$ cat src/rtl/cpl_unit.sv
// rtl/cpl_unit.sv - privilege-level controller between commit and the I/O unit
package cpl_pkg;
    typedef logic [7:0] op_t;
    localparam op_t OPC_NOP     = 8'h00;
    localparam op_t OPC_WELCOME = 8'h57;
endpackage

module cpl_unit
    import cpl_pkg::*;
#(
    parameter int DATA_WIDTH    = 64,
    parameter int RECOMPUTE_LAT = 3
) (
    input  logic clk,
    input  logic rst,
    input  logic retire_valid_i,
    output logic retire_ready_o,
    input  op_t  retire_op_i,
    input  logic retire_is_io_i,
    input  logic retire_is_cpl_i,
    input  logic cpl_target_i,
    input  logic gate_ok_i,
    output logic cpl_o,
    output logic cpl_recompute_o,
    output logic io_retire_o,
    output op_t  io_op_o,
    input  logic io_done_i,
    output logic fault_o
);

    typedef enum logic [1:0] {IDLE, RECOMP, IO_ISSUE, IO_WAIT} state_t;

    localparam logic [3:0] LAT_M1 = 4'(RECOMPUTE_LAT - 1);

    if (DATA_WIDTH < 1 || RECOMPUTE_LAT < 1 || RECOMPUTE_LAT > 15) begin : g_param_check
        $error("cpl_unit: illegal parameter value");
    end

    state_t     state;
    logic       pending;
    logic [3:0] cnt;

    // Ready depends only on the state register, never on this cycle's inputs.
    assign retire_ready_o = (state == IDLE);

    always_ff @(posedge clk or negedge rst) begin
        if (!rst) begin
            state           <= IDLE;
            cpl_o           <= 1'b1;
            pending         <= 1'b1;
            cnt             <= 4'd0;
            cpl_recompute_o <= 1'b0;
            io_retire_o     <= 1'b0;
            io_op_o         <= OPC_NOP;
            fault_o         <= 1'b0;
        end else begin
            fault_o <= 1'b0;
            case (state)
                IDLE: begin
                    if (retire_valid_i) begin
                        if (retire_is_io_i && retire_is_cpl_i) begin
                            fault_o <= 1'b1;
                        end else if (retire_is_cpl_i) begin
                            // USER->SUPERVISOR is only allowed through a syscall gate.
                            if (!cpl_o && cpl_target_i && !gate_ok_i) begin
                                fault_o <= 1'b1;
                            end else begin
                                pending         <= cpl_target_i;
                                cnt             <= LAT_M1;
                                cpl_recompute_o <= 1'b1;
                                state           <= RECOMP;
                            end
                        end else if (retire_is_io_i) begin
                            io_op_o     <= retire_op_i;
                            io_retire_o <= 1'b1;
                            state       <= IO_ISSUE;
                        end
                    end
                end
                RECOMP: begin
                    if (cnt == 4'd0) begin
                        cpl_o           <= pending;
                        cpl_recompute_o <= 1'b0;
                        state           <= IDLE;
                    end else begin
                        cnt <= cnt - 4'd1;
                    end
                end
                IO_ISSUE: begin
                    io_retire_o <= 1'b0;
                    state       <= io_done_i ? IDLE : IO_WAIT;
                end
                IO_WAIT: begin
                    if (io_done_i) begin
                        state <= IDLE;
                    end
                end
                default: state <= IDLE;
            endcase
        end
    end

endmodule

$ cat config.mk
export PLATFORM = sky130hd
export DESIGN_NAME = cpl_unit
export DESIGN_NICKNAME = d
export VERILOG_FILES = /design/src/rtl/cpl_unit.sv
export SDC_FILE = /design/constraint.sdc
export NUM_CORES = 1
export LEC_CHECK = 0
export ABC_AREA = 0
export BUFFER_PORTS_ARGS = -buffer_cell sky130_fd_sc_hd__clkbuf_2
export CAP_MARGIN = 25
export CORE_MARGIN = 4
export CORE_UTILIZATION = 55
export CTS_BUF_LIST = sky130_fd_sc_hd__clkbuf_4 sky130_fd_sc_hd__clkbuf_8
export DETAILED_ROUTE_END_ITERATION = 8
export PLACE_DENSITY = 0.86
export SLEW_MARGIN = 40
export SYNTH_ARGS = -nofsm -noshare
export SYNTH_HDL_FRONTEND = slang
export SYNTH_SLANG_ARGS = --single-unit
$ cat constraint.sdc
create_clock -name clk -period 3.4 [get_ports clk]
set_clock_uncertainty 0.1 [all_clocks]
set_input_delay 0.68 -clock clk [delete_from_list [all_inputs] [get_ports clk]]
set_output_delay 0.68 -clock clk [all_outputs]
set_load 0.01 [all_outputs]
==> out/metrics.cfg, run 1 <==
[global_routing]
grt_busiest_layer = met2
grt_pass1_wl_um = 3200
grtUsageMet1 = 0.215
use_met3 = 0.0521
grt_use_met2 = 0.272
gr-total-overflow = 0
grt_usage = 0.179
grt_max_degree = 20
grt_pass1_vias = 699
antenna_found_initial = 0

[cts]
h-tree-depth = 1
cts_resized = 0
ctsHoldBuffers = 0
clk_pin_slew_ns = 0.11
ctsRootBufferMaster = clkbuf_4
tritoncts = built
insertion_delay_ns = 0.30
numCtsBuffers = 3
cts.sinks = 19
clock_path_buffers = 2
postCtsSetupRepairBufs = 0

[flow_run]
cap_violations = 0

[synth]
async_flop_share = 1.00
synthFlopType = dfrtp_1
synth-edff-count = 0
netlist_area_um2 = 893
synth_cell_types = 30
synth_fp_nets = 87
yosys_warnings = 0
netlist_instances = 69
ys_ff_latch = 19
synth_area_per_cell_um2 = 12.9
ys_seq_area_frac = 0.535

[die]
die-area_um2 = 2330
pin_count = 29
start_util = 0.586
die-height_um = 48.3
die_w_um = 48.3
core_um2 = 1520
fp-row-count = 14

[routing]
viasPerCell = 5.73
avgRoutedWirePerCell_um = 16.1
dr.first_iter.drc_count = 8
routed-via-count = 665
drtAntennaViolNets = 0
drc = 0
firstDrtPassIters = 3
routed_wl_um = 1870

[setup_path]
worstSetupStartpointType = register
critPathMaxFanout = 9
arrival_ns = 1.98
critPathBufInv = 0
cp.required_ns = 3.48
critical_path_class = register to register
slowest_stage = or4_1
critPathTopFamily = simple AND/OR/NAND/NOR gates
cp_slowest_stage_delay_ns = 0.80
end_kind = register
worstPathCellList = or4_1, mux2_4

[layout]
drive_above_1_share = 0.430
utilization = 0.702
fin_nets = 119
antenna-diode-count = 0
syn_to_final_growth_pct = 19.7
fill_cells = 121
finalInstanceArea_um2 = 1070
layout_commonest_cell = clkbuf_2
mostFrequentLayoutCells = clkbuf_2 (28), dfrtp_1 (17), mux2_4 (8)

[run_status]
outcome = completed

[sta]
relSlewSlack = 0.627
rsz0062_at_grt = no
fmax_mhz = 528
hold_violations = 0
post-route-period-util = 0.557
min_period_ns = 1.89
setup_violations = 0
tightest_slew_ns = 0.559
slew_viol_final = 0
final.setup.tns_ns = 0
holdWs_ns = 0.201

[placement]
place_area_um2 = 1040
gp_congestion = 0.745
port_buffers = 28
dp_hpwl_um = 1460

[hold_path]
hold_class = primary input to async pin

[pwr]
total_power_w = 0.000912
comb_power_share = 0.424
cellInternalPower_w = 0.000586
switching_share = 0.358
p_per_area_nw_per_um2 = 853
seq_power_share = 0.453
p_switching_w = 0.000326
irDropWorstVdd_uv = 452
clkPwrFrac = 0.124
power.leakage_nw = 0.559

flip-flops by register name (all words and copies together), names as in the netlist:
signal	flops
cpl_o	1
fault_o	1
state	2
pending	1
io_op_o	8
cpl_recompute_o	1
cnt	4
io_retire_o	1
routing by layer:
metal	share of wire	wire (µm)
met5	0	0
met4	0.043	80
met3	0.051	96
met2	0.51	951
met1	0.40	740
logic make-up (layout without fill, tap and decap cells):
logic type                 after synthesis  count (layout)  synth area share
muxes                                   10              10             0.160
buffers and inverters                    5              36            0.0294
and+or+nand+nor                         21              21             0.148
adders and majority gates                2               2            0.0280
DFF                                     19              19             0.535
AOI/OAI and AO/OA                       12              12            0.0994
power groups by stage:
stage | logic, W | registers, W | clock network, W
finish | 0.000386 | 0.000413 | 0.000113
global route | 0.000424 | 0.000429 | 0.000136
CTS | 0.000393 | 0.000414 | 0.000118
detailed placement | 0.000391 | 0.000417 | 0
global placement | 0.000373 | 0.000408 | 0
floorplan | 0.000230 | 0.000431 | 0
area by class of cell:
| cell class | instances | area (µm²) | share of cell area |
|---|---|---|---|
| Timing Repair Buffer | 28 | 140 | 0.131 |
| Sequential cell | 19 | 478 | 0.447 |
| Multi-Input combinational cell | 45 | 389 | 0.364 |
| Clock buffer | 3 | 22.5 | 0.0211 |
| Inverter | 4 | 15.0 | 0.0140 |
| Tap cell | 16 | 20.0 | 0.0187 |
| Clock inverter | 1 | 5.00 | 0.00468 |
synth_stat cells, types with 2 or more instances:
library cell	n	area share
dfrtp_1	17	0.48
mux2_4	8	0.13
inv_1	4	0.017
nor2_1	3	0.013
a211oi_1	2	0.017
a2bb2oi_1	2	0.020
and3_1	2	0.014
dfstp_2	2	0.059
ha_1	2	0.028
nand2_1	2	0.0084
nand2b_1	2	0.014
nand4bb_1	2	0.025
nor3_1	2	0.011
nor3b_1	2	0.017
o21ai_0	2	0.011
stage by stage:
stage / setup WS [ns] / instances
6_report: 1.51 / 116
3_5_place_dp: 1.22 / 112
3_3_place_gp: 1.25 / 112
4_1_cts: 1.52 / 116
2_1_floorplan: 1.57 / 69
5_1_grt: 1.46 / 116
final timing paths:
path | from | endpoint | slack (ns) | cells after the start
max reg2reg | state[1] | io_op_o[5] | 1.51 | 2
min | rst | io_retire_o | 0.20 | 1
min reg2reg | io_op_o[3] | io_op_o[3] | 0.43 | 1
min in group clk | io_op_o[3] | io_op_o[3] | 0.43 | 1
max in group asynchronous | rst | pending | 2.65 | 1
max | state[1] | io_op_o[5] | 1.51 | 2
Power figures use the tool's default switching activity.
==> run 2, diff against run 1 <==
- CORE_UTILIZATION: 55 -> 51
- PLACE_DENSITY: 0.86 -> 0.8
- clock period: 3.4 -> 1.83 ns (I/O delays scaled with it)
==> run 2 against run 1 <==
  * Die area grew 6.5%
  * Sequential power grew 85%
  * Critical endpoint is now cpl_o
  * Combinational power grew 95%
  * Maximum frequency grew 8.0%
  * Final cell count grew 3.4%
  * Clock-buffer cell count is the same
  * Clock power grew 93%
  * Design area grew 3.5%
  * Setup slack lost 1.4 ns
  * Global-route usage shrank 0.88 points
==> out/metrics.cfg, run 2 (synthesis gave the netlist of run 1 again) <==
[run_status]
outcome = completed

[cts]
ctsRootBufferMaster = clkbuf_4
numCtsBuffers = 3  ; unchanged
tritoncts = built
clock_path_buffers = 2  ; unchanged
h-tree-depth = 1  ; unchanged
postCtsSetupRepairBufs = 0  ; unchanged
insertion_delay_ns = 0.30  ; about the same
cts.sinks = 19  ; unchanged
clk_pin_slew_ns = 0.11  ; about the same

[setup_path]
critPathTopFamily = simple AND/OR/NAND/NOR gates
arrival_ns = 1.90  ; -0.08 ns
critPathMaxFanout = 4  ; -5
cp-startpoint = cnt[1]
critPathBufInv = 1  ; +1
worstPathCellList = inv_1, ha_1, or3b_4, nor2_2, mux2_2
worst_r2r_startpoint = cnt[1]
cp_slowest_stage_delay_ns = 0.42  ; -0.38 ns
slowest_stage = dfrtp_1
end_kind = register
critical_path_class = register to register
worstSetupStartpointType = register
cp.required_ns = 1.97  ; -1.51 ns

[pwr]
irDropWorstVdd_uv = 870  ; +92%
cellInternalPower_w = 0.00111  ; +89%
clkPwrFrac = 0.126  ; +0.002
seq_power_share = 0.441  ; -0.012
power.leakage_nw = 0.579  ; +3.7%
switching_share = 0.360  ; +0.00211
p_per_area_nw_per_um2 = 1560  ; +84%
comb_power_share = 0.434  ; +0.010
p_switching_w = 0.000624  ; +91%

[die]
start_util = 0.567  ; -0.0195
die-area_um2 = 2490  ; +6.5%
die_w_um = 49.9  ; +3.2%
fp-row-count = 14  ; unchanged
die-height_um = 49.9  ; +3.2%
pin_count = 29  ; unchanged
core_um2 = 1580  ; +3.4%

[layout]
fin_nets = 123  ; +3.4%
drive_above_1_share = 0.462  ; +0.0315
seqCellArea_um2 = 478  ; unchanged
top_regs = io_op_o (8), cnt (4), state (2)
antenna-diode-count = 0  ; unchanged
largest_register_ffs = 8  ; unchanged
utilization = 0.702  ; about the same
layout_commonest_cell = clkbuf_2
finalInstanceArea_um2 = 1110  ; +3.5%
stdcell_count = 120  ; +3.4%
multi_input_area_um2 = 394  ; +1.3%
largest_register = io_op_o
mostFrequentLayoutCells = clkbuf_2 (28), dfrtp_1 (17), mux2_4 (8)
fill_cells = 120  ; -0.83%
syn_to_final_growth_pct = 23.9

[sta]
min_period_ns = 1.75  ; -0.140 ns
fmax_mhz = 570  ; +8.0%
slew_viol_final = 0  ; unchanged
tightest_slew_ns = 0.458  ; -0.101 ns
holdWs_ns = 0.183  ; -0.0185 ns
hold_violations = 0  ; unchanged
final.setup.tns_ns = 0  ; unchanged
rsz0062_at_grt = no
post-route-period-util = 0.958  ; +0.401
setup_violations = 0  ; unchanged
relSlewSlack = 0.695  ; +0.0679

[global_routing]
grt_max_degree = 20  ; unchanged
antenna_found_initial = 0  ; unchanged
grt_pass1_vias = 725  ; +3.7%
grt_usage = 0.170  ; -0.00876
gr-total-overflow = 0  ; unchanged
grt_pass1_wl_um = 3150  ; -1.5%

[hold_path]
min_from = retire_op_i[3]
hold_class = primary input to register

[placement]
dp_hpwl_um = 1460  ; +0.27%
place_area_um2 = 1060  ; +2.2%
port_buffers = 28  ; unchanged
dp.cells = 115  ; +2.7%
gp_congestion = 0.755  ; +1.4%

[routing]
routed-via-count = 685  ; +3.0%
avgRoutedWirePerCell_um = 15.4  ; -4.4%
viasPerCell = 5.71  ; -0.43%
drc = 0  ; unchanged
firstDrtPassIters = 4  ; +1
dr.first_iter.drc_count = 7  ; -1
routed_wl_um = 1850  ; -1.1%
drtAntennaViolNets = 0  ; unchanged

[flow_run]
cap_violations = 0  ; unchanged

run 2: path summary, 6_finish.rpt:
kind                              endpoint  slack [ns]  cells after the start
min in group asynchronous       io_op_o[5]        0.43                      2
max in group asynchronous            cpl_o        0.86                      2
worst min-delay path            io_op_o[3]        0.18                      2
worst max register to register       cpl_o        0.08                      5
worst min register to register  io_op_o[2]        0.42                      1
worst max-delay path                 cpl_o        0.08                      5
run 2: per-layer routing:
layer | up-vias | global-route usage | wire (µm)
li1 | 327 | - | -
met1 | 330 | 0.212 | 769
met2 | 25 | 0.280 | 940
met3 | 3 | 0.0331 | 104
met4 | 0 | 0.0829 | 32
met5 | - | 0 | 0
run 2: what timing repair did:
action | in CTS | in global routing
hold endpoints to repair | 17 | 0
hold buffers | 1 | 0
gates resized for setup | 0 | 2
setup endpoints to repair | 0 | 2
run 2: final cells by class:
class / count / area share
clock buffers: 3 / 0.0203
clock inverters: 1 / 0.00452
inverters: 4 / 0.0136
multi-input cells: 45 / 0.356
flip-flops and latches: 19 / 0.432
well taps: 16 / 0.0181
repair buffers: 32 / 0.156
run 2: through the flow:
step	setup slack [ns]	power, W
floorplan	0.154	0.00123
global placement	0.134	0.00147
detailed placement	0.0647	0.00151
CTS	0.0559	0.00174
global route	0.00942	0.00186
finish	0.0761	0.00173
run 2: power by group through the flow:
stage	Combinational (W)	Clock, W	Sequential, W
after global placement	0.000716	0	0.000753
final	0.000751	0.000218	0.000763
after CTS	0.000750	0.000223	0.000765
after floorplan	0.000428	0	0.000801
after detailed placement	0.000742	0	0.000771
after global routing	0.000829	0.000244	0.000789
run 2: worst register-to-register path, stage by stage, from the launching register on:
cell and delay (ns):
dfrtp_1 0.42, inv_1 0.11, ha_1 0.18, or3b_4 0.42
nor2_2 0.13, mux2_2 0.34
